`config.mk`:
```
export PLATFORM = sky130hd
export DESIGN_NAME = axi_wr_burst_sequencer
export DESIGN_NICKNAME = d
export VERILOG_FILES = /design/src/rtl/axi_wr_burst_sequencer.sv
export SDC_FILE = /design/constraint.sdc
export NUM_CORES = 1
export LEC_CHECK = 0
export BUFFER_PORTS_ARGS = -buffer_cell sky130_fd_sc_hd__clkbuf_2
export CAP_MARGIN = 20
export CORE_AREA = 2 2 344 346
export DETAILED_ROUTE_END_ITERATION = 8
export DIE_AREA = 0 0 346 348
export GPL_ROUTABILITY_DRIVEN = 0
export SETUP_SLACK_MARGIN = 0.1
export SYNTH_ARGS = -nofsm -noshare
export SYNTH_HDL_FRONTEND = slang
export SYNTH_SLANG_ARGS = --single-unit
```
`constraint.sdc`:
```
create_clock -name clk -period 6.2 [get_ports clk]
set_input_delay 1.24 -clock clk [delete_from_list [all_inputs] [get_ports clk]]
set_output_delay 1.24 -clock clk [all_outputs]
set_load 0.005 [all_outputs]
```
`src/rtl/axi_wr_burst_sequencer.sv`:
```
// axi_wr_burst_sequencer: one-burst-at-a-time AW/W/B feeder with a prefetching data FIFO
module axi_wr_burst_sequencer #(
  parameter int AW = 32,
  parameter int DW = 64,
  parameter int FIFO_DEPTH = 16,
  parameter int MAX_SIZE = 3
) (
  input  logic            clk,
  input  logic            resetn,
  input  logic            cmd_valid,
  output logic            cmd_ready,
  input  logic [AW-1:0]   cmd_addr,
  input  logic [7:0]      cmd_len,
  input  logic [2:0]      cmd_size,
  input  logic [1:0]      cmd_burst,
  input  logic [DW-1:0]   s_data,
  input  logic [DW/8-1:0] s_strb,
  input  logic            s_valid,
  output logic            s_ready,
  output logic [AW-1:0]   awaddr_out,
  output logic [7:0]      awlen_out,
  output logic [2:0]      awsize_out,
  output logic [1:0]      awburst_out,
  output logic            awvalid_out,
  output logic [DW-1:0]   wdata_out,
  output logic [DW/8-1:0] wstrb_out,
  output logic            wvalid_out,
  output logic            bready_out,
  input  logic            axi_awvalid,
  input  logic            axi_awready,
  input  logic            axi_wvalid,
  input  logic            axi_wready,
  input  logic            axi_wlast,
  input  logic            axi_bvalid,
  input  logic [1:0]      axi_bresp,
  output logic            done,
  output logic [1:0]      resp,
  output logic            busy
);
  localparam int PW = $clog2(FIFO_DEPTH);
  typedef enum logic [2:0] {IDLE, REJECT, ADDR, DATA, RESP} state_t;
  state_t state_q, state_d;
  logic [DW-1:0] mem_data_q [FIFO_DEPTH];
  logic [DW/8-1:0] mem_strb_q [FIFO_DEPTH];
  logic [PW-1:0] wr_ptr_q, rd_ptr_q;
  logic [PW:0] count_q;
  logic [7:0] beat_q, beat_d;
  logic last_err_q, last_err_d;
  logic [AW-1:0] awaddr_q, awaddr_d;
  logic [7:0] awlen_q, awlen_d;
  logic [2:0] awsize_q, awsize_d;
  logic [1:0] awburst_q, awburst_d;
  logic push, w_beat;
  assign s_ready = count_q != (PW+1)'(FIFO_DEPTH);
  assign push = s_valid & s_ready;
  assign wvalid_out = (state_q == DATA) && (count_q != '0);
  assign w_beat = wvalid_out & axi_wvalid & axi_wready;
  assign wdata_out = mem_data_q[rd_ptr_q];
  assign wstrb_out = mem_strb_q[rd_ptr_q];
  assign awvalid_out = state_q == ADDR;
  assign bready_out = state_q == RESP;
  assign cmd_ready = state_q == IDLE;
  assign busy = state_q != IDLE;
  assign awaddr_out = awaddr_q;
  assign awlen_out = awlen_q;
  assign awsize_out = awsize_q;
  assign awburst_out = awburst_q;
  // FIFO storage; contents need no reset because the count gates visibility
  always_ff @(posedge clk) begin
    if (push) begin
      mem_data_q[wr_ptr_q] <= s_data;
      mem_strb_q[wr_ptr_q] <= s_strb;
    end
  end
  // FIFO pointers/count, burst state and latched command
  always_ff @(posedge clk or negedge resetn) begin
    if (!resetn) begin
      wr_ptr_q <= '0;
      rd_ptr_q <= '0;
      count_q <= '0;
      state_q <= IDLE;
      beat_q <= '0;
      last_err_q <= 1'b0;
      awaddr_q <= '0;
      awlen_q <= '0;
      awsize_q <= '0;
      awburst_q <= '0;
    end else begin
      if (push) wr_ptr_q <= wr_ptr_q + 1'b1;
      if (w_beat) rd_ptr_q <= rd_ptr_q + 1'b1;
      if (push && !w_beat) count_q <= count_q + 1'b1;
      else if (!push && w_beat) count_q <= count_q - 1'b1;
      state_q <= state_d;
      beat_q <= beat_d;
      last_err_q <= last_err_d;
      awaddr_q <= awaddr_d;
      awlen_q <= awlen_d;
      awsize_q <= awsize_d;
      awburst_q <= awburst_d;
    end
  end
  // burst sequencing: command check, AW, W beats with wlast audit, B response
  always_comb begin
    state_d = state_q;
    beat_d = beat_q;
    last_err_d = last_err_q;
    awaddr_d = awaddr_q;
    awlen_d = awlen_q;
    awsize_d = awsize_q;
    awburst_d = awburst_q;
    done = 1'b0;
    resp = 2'b00;
    case (state_q)
      IDLE: if (cmd_valid) begin
        awaddr_d = cmd_addr;
        awlen_d = cmd_len;
        awsize_d = cmd_size;
        awburst_d = cmd_burst;
        state_d = (cmd_size > 3'(MAX_SIZE) || cmd_burst == 2'b11) ? REJECT : ADDR;
      end
      REJECT: begin
        done = 1'b1;
        resp = 2'b10;
        state_d = IDLE;
      end
      ADDR: if (axi_awvalid && axi_awready) begin
        beat_d = awlen_q;
        state_d = DATA;
      end
      DATA: if (w_beat) begin
        beat_d = beat_q - 8'd1;
        if (axi_wlast != (beat_q == '0)) last_err_d = 1'b1;
        if (beat_q == '0) state_d = RESP;
      end
      RESP: if (axi_bvalid) begin
        done = 1'b1;
        resp = (last_err_q && axi_bresp == 2'b00) ? 2'b10 : axi_bresp;
        last_err_d = 1'b0;
        state_d = IDLE;
      end
      default: state_d = IDLE;
    endcase
  end
endmodule

```
==> results of run 1 <==
[kinds of logic (layout without fill, tap and decap cells)]
kind of cell	Yosys count	in the layout	synth area share
and+or+nand+nor	161	161	0.0168
other	0	4	0
DFF	1222	1222	0.784
buffers and inverters	122	556	0.0128
muxes	337	337	0.152
xor gates and xnor gates	10	10	0.00189
AOI/OAI and AO/OA	186	186	0.0295
adders and majority gates	12	12	0.00340
[worst paths after layout]
check | end | slack (ns) | cells after the start
min in group asynchronous | awaddr_out[4] | 0.74 | 2
min reg2reg | last_err_q | 0.49 | 2
max | wdata_out[1] | 1.48 | 5
max in group asynchronous | rd_ptr_q[0] | 4.78 | 2
min | last_err_q | 0.49 | 2
max reg2reg | count_q[4] | 3.05 | 9
[stage by stage]
stage	util	total power [W]	cell area (µm²)	setup slack, ns	cells
2_1_floorplan	-	0.0143	46400	0.914	2050
3_3_place_gp	0.426	0.0163	49900	2.15	3782
3_5_place_dp	0.427	0.0164	50000	2.14	3785
4_1_cts	0.462	0.0240	54100	1.33	4019
5_1_grt	0.463	0.0247	54100	1.22	4021
6_report	0.463	0.0236	54100	1.48	4024
[cell usage in the layout, fill, tap and decap left out, types with 10 or more instances in the layout]
cell type and n:
a22oi_1 144, buf_12 26, buf_4 23, bufinv_16 10, clkbuf_1 24, clkbuf_16 133, clkbuf_2 253, clkinv_1 31
clkinv_2 16, dfrtp_1 68, edfxtp_1 1152, ha_1 11, inv_1 14, inv_6 10, mux2_2 45, mux4_2 288
nand2_1 97, nor2_4 13, o21ai_0 15
[registers in the layout (all words and copies together), names as in the netlist]
name / cells
mem_data_q: 1024
mem_strb_q: 128
awaddr_out: 32
awlen_out: 8
beat_q: 8
count_q: 5
rd_ptr_q: 4
wr_ptr_q: 4
awsize_out: 3
state_q: 3
awburst_out: 2
last_err_q: 1
[report_power, final]
| group | switching [W] | internal [W] |
|---|---|---|
| clock network | 0.00313 | 0.00437 |
| registers | 0.000479 | 0.0100 |
| logic | 0.00296 | 0.00266 |
[synth_stat cells, types with 8 or more instances]
| master | count |
|---|---|
| buf_4 | 11 |
| ha_1 | 11 |
| a21oi_1 | 9 |
| nor3_1 | 8 |
| o21ai_0 | 15 |
| inv_1 | 14 |
| buf_2 | 29 |
| nor2_1 | 19 |
| a22oi_1 | 144 |
| mux4_2 | 288 |
| nand2_1 | 97 |
| clkbuf_1 | 55 |
| mux2_2 | 45 |
| edfxtp_1 | 1152 |
| dfrtp_1 | 70 |
| xnor2_1 | 9 |
[worst max-delay path, delay by kind of cell (launching register included)]
kind | cells | cell delay, ns
flip-flops | 1 | 1.10
buffers and inverters | 2 | 0.61
multiplexers | 1 | 0.56
AO/OA/AOI/OAI | 1 | 0.22
AND/OR/NAND/NOR | 1 | 0.18
[layer usage]
layer / track usage / up-vias / wire length [µm]
met4: 0.0535 / 12 / 2170
li1: - / 9367 / -
met1: 0.240 / 12100 / 44600
met5: 0 / - / 69
met3: 0.0384 / 150 / 7030
met2: 0.301 / 735 / 54400
[area by class of cell]
cell class,instances,area (µm²),area share
clock inverters,76,683,0.0126
clock buffers,158,3430,0.0634
repair buffers,307,2070,0.0383
multi-input cells,706,9590,0.177
flip-flops and latches,1222,36400,0.672
well taps,1536,1920,0.0355
inverters,15,56.3,0.00104
diodes,4,10.0,0.000185
==> results.toml, run 1 <==
[power_and_ir_drop]
power_density_nw_per_um2 = 437
power_leakage_nw = 17.7
peakVddDrop_uv = 279

[sta]
worstMarginPinSlew_ns = 1.08
skew_ns = 0.0302
finalSetupTns_ns = 0
fin_crit_sh = 0.761
setup_viol = 0
slew_violations = 0
fmax_mhz = 212
hold_violations = 0
timing.hold.ws_ns = 0.487
slew-limit-headroom = 0.278
rsz0062_at_grt = "false"
period_needed_ns = 4.72

[die]
core-area_um2 = 117000
io_pins = 255
start_util = 0.396
die_area_um2 = 120000
rows = 126
die_h_um = 348
die_w_um = 346

[critical_path]
cp.arrival_ns = 3.48
path_cells = "buf_12, mux4_2, a22oi_1, nand2_1, clkbuf_2"
critical_path_class = "reg -> out"
critical_path.max_stage_delay_ns = 1.10
required_ns = 4.96
cp_max_fo = 50
critical_path.slowest_cell = "dfrtp_4"
startpoint = "rd_ptr_q[0]"
critPathLaunchType = "register"
crit_path_end_kind = "primary output"
regToRegStartpoint = "state_q[0]"

[clock_tree]
cts_setup_buffers = 0
insertion_delay_ns = 0.73
cts_sinks = 1222
cts_root_buf = "clkbuf_16"
cts_tree = "built"
ctsResizeCount = 0
clkTransAtPathRegs_ns = 0.06
cts_buffers = 131
clockBufferDepth = 3
hold_buffers = 0
h-tree-depth = 4

[routing]
routed_wl_um = 108000
drc = 0
vias = 22300
firstDrtPassIters = 5
viasPerCell = 5.55
drt_iter0_drc = 2042
ant_nets = 0
wl_per_cell_um = 26.9

[synthesis]
avgSynthCellArea_um2 = 22.6
synth.distinct_cells = 56
yosysWarnings = 0
synth.ff_latch_count = 1222
yosys.area.top_type = "edfxtp_1"
synthCells = 2050
ys.flop_type = "edfxtp_1"
synth-seq-area-share = 0.784
synth_async_sr_flop_share = 0.0573
synth_edf_count = 1152
synthesis.nets = 2191
syn_area_um2 = 46400
yosysTopAreaCellShare = 0.746
yosys-top-cells-area = "edfxtp_1 (75%), mux4_2 (14%), dfrtp_1 (3.8%)"

[worst_hold_path]
hp-start = "last_err_q"
min_path_type = "reg -> reg"

[finish]
fillers = 9627
area_delta_synth_final_pct = 16.7
drive_above_1_share = 0.344
fin_nets = 2524

[place]
hpwl_um = 57500
port-buffer-count = 254

[run]
max-cap-violations = 0

[global_route]
antenna_found_initial = 11
grt_max_degree = 73
grt_usage = 0.181
grt_pass1_wl_um = 159000
grt_pass1_vias = 24000
overflow = 0

[status]
status = "complete, no violations"
(Power assumes the default switching activity.)
==> run 2: changes to the inputs <==
==> constraint.sdc (replaced) <==
create_clock -name clk -period 3.9 [get_ports clk]
set_input_delay 0.78 -clock clk [delete_from_list [all_inputs] [get_ports clk]]
set_output_delay 0.78 -clock clk [all_outputs]
set_load 0.005 [all_outputs]
==> results.toml, run 2 (synthesis gave the netlist of run 1 again) <==
[routing]
routed_wl_um = 111000
wl_per_cell_um = 27.5
firstDrtPassIters = 5
drc = 0
ant_nets = 0
viasPerCell = 5.52
vias = 22300
drt_iter0_drc = 2284

[die]
rows = 126
die_w_um = 346
die_h_um = 348
start_util = 0.396
io_pins = 255
core-area_um2 = 117000
die_area_um2 = 120000

[global_route]
grt_pass1_vias = 23700
antenna_found_initial = 11
grt_max_degree = 73
overflow = 0
grt_usage = 0.185
grt_pass1_wl_um = 163000

[critical_path]
critical_path_class = "reg -> out"
critical_path.max_stage_delay_ns = 0.54
required_ns = 3.12
regToRegStartpoint = "state_q[0]"
path_cells = "buf_16, buf_12, mux4_2, a22oi_1, nand2_1, clkbuf_2"
rr_worst_depth = 9
critical_path.slowest_cell = "mux4_2"
rr_endpoint = "count_q[4]"
crit_path_end_kind = "primary output"
reg2reg_slack_ns = 0.90
critPathLaunchType = "register"
cp_max_fo = 28
cp.arrival_ns = 2.86

[finish]
fillers = 9700
final_common_cell = "edfxtp_1"
max_flop_register = "mem_data_q"
area_delta_synth_final_pct = 17.2
largest_register_ffs = 1024
finalCoreUtilization = 0.464
drive_above_1_share = 0.351
fin_nets = 2545
final_cell_mix = "edfxtp_1 (1152), mux4_2 (288), clkbuf_2 (253)"

[place]
port-buffer-count = 254
hpwl_um = 58800

[power_and_ir_drop]
power_density_nw_per_um2 = 687
peakVddDrop_uv = 415
power_leakage_nw = 17.8

[sta]
fmax_mhz = 275
slew_violations = 0
skew_ns = 0.0613
setup_viol = 0
fin_crit_sh = 0.933
slew-limit-headroom = 0.305
hold_violations = 0
timing.hold.ws_ns = 0.133
rsz0062_at_grt = "false"
period_needed_ns = 3.64
worstMarginPinSlew_ns = 1.04

[clock_tree]
clockBufferDepth = 3
insertion_delay_ns = 0.73
h-tree-depth = 3
cts_buffers = 121
cts_root_buf = "clkbuf_16"
cts_sinks = 1222
cts_tree = "built"
clkTransAtPathRegs_ns = 0.06

[worst_hold_path]
min_path_type = "in -> async"

[run]
max-cap-violations = 0

[status]
status = "complete, no violations"
-- run 2: cell count changes in the layout (fill, tap and decap cells not counted), sizes merged --
cell      delta
buf         +31
clkinvlp     -5
clkinv       +2
clkbuf       -3
inv          -8
diode        -3
bufinv       -1
-- run 2: worst max-delay path by stage --
stage                            from                 to  slack (ns)
after floorplan               s_valid  mem_data_q[15][0]       -0.93
after global placement        s_valid  mem_data_q[0][26]        0.76
after detailed placement   axi_wready         count_q[4]        0.72
after CTS                 rd_ptr_q[0]       wdata_out[9]        0.17
after global routing      rd_ptr_q[0]       wdata_out[9]        0.11
final                     rd_ptr_q[0]       wdata_out[9]        0.26
-- run 2: stage by stage --
| stage | cell area, µm² | total power (W) | TNS (ns) | worst slack, ns | instances |
|---|---|---|---|---|---|
| after global placement | 50400 | 0.0262 | 0 | 0.763 | 3815 |
| after CTS | 54300 | 0.0378 | 0 | 0.168 | 4036 |
| after detailed placement | 50400 | 0.0264 | 0 | 0.718 | 3815 |
| final | 54300 | 0.0373 | 0 | 0.262 | 4037 |
| after floorplan | 46400 | 0.0228 | -827.00 | -0.926 | 2050 |
| after global routing | 54300 | 0.0390 | 0 | 0.108 | 4036 |
-- run 2: critical path, delay by kind of cell, from the launching register on --
kind                   cells  cell delay (ns)
buffers and inverters      3             0.69
flip-flops                 1             0.51
AO/OA/AOI/OAI              1             0.24
multiplexers               1             0.54
AND/OR/NAND/NOR            1             0.15
-- run 2: per-layer routing --
metal  part of all wire  GRT usage  vias to the layer above
met2               0.50      0.309                      663
met1               0.42      0.252                    12100
met3              0.061     0.0361                      148
met4              0.014     0.0387                       18
li1                   -          -                     9383
met5             0.0010          0                        -
-- run 2: repair_timing --
item / in CTS / in global routing
setup buffers: 2 / 0
setup endpoints to repair: 5 / 0
hold buffers: 0 / 0
gates resized for setup: 2 / 0
-- run 2: area by class of cell --
class,count,area [µm²],area share
Antenna cell,1,2.50,0.0000461
Clock buffer,155,3240,0.0596
Clock inverter,64,667,0.0123
Inverter,15,56.3,0.00104
Multi-Input combinational cell,706,9590,0.177
Sequential cell,1222,36400,0.669
Tap cell,1536,1920,0.0354
Timing Repair Buffer,338,2500,0.0460
-- run 2: where the power goes --
| group | switching [W] | internal (W) | leakage (nW) |
|---|---|---|---|
| sequential | 0.000642 | 0.0159 | 11.2 |
| clock | 0.00490 | 0.00647 | 1.91 |
| combinational | 0.00491 | 0.00446 | 4.66 |
| total | 0.0105 | 0.0269 | 17.8 |
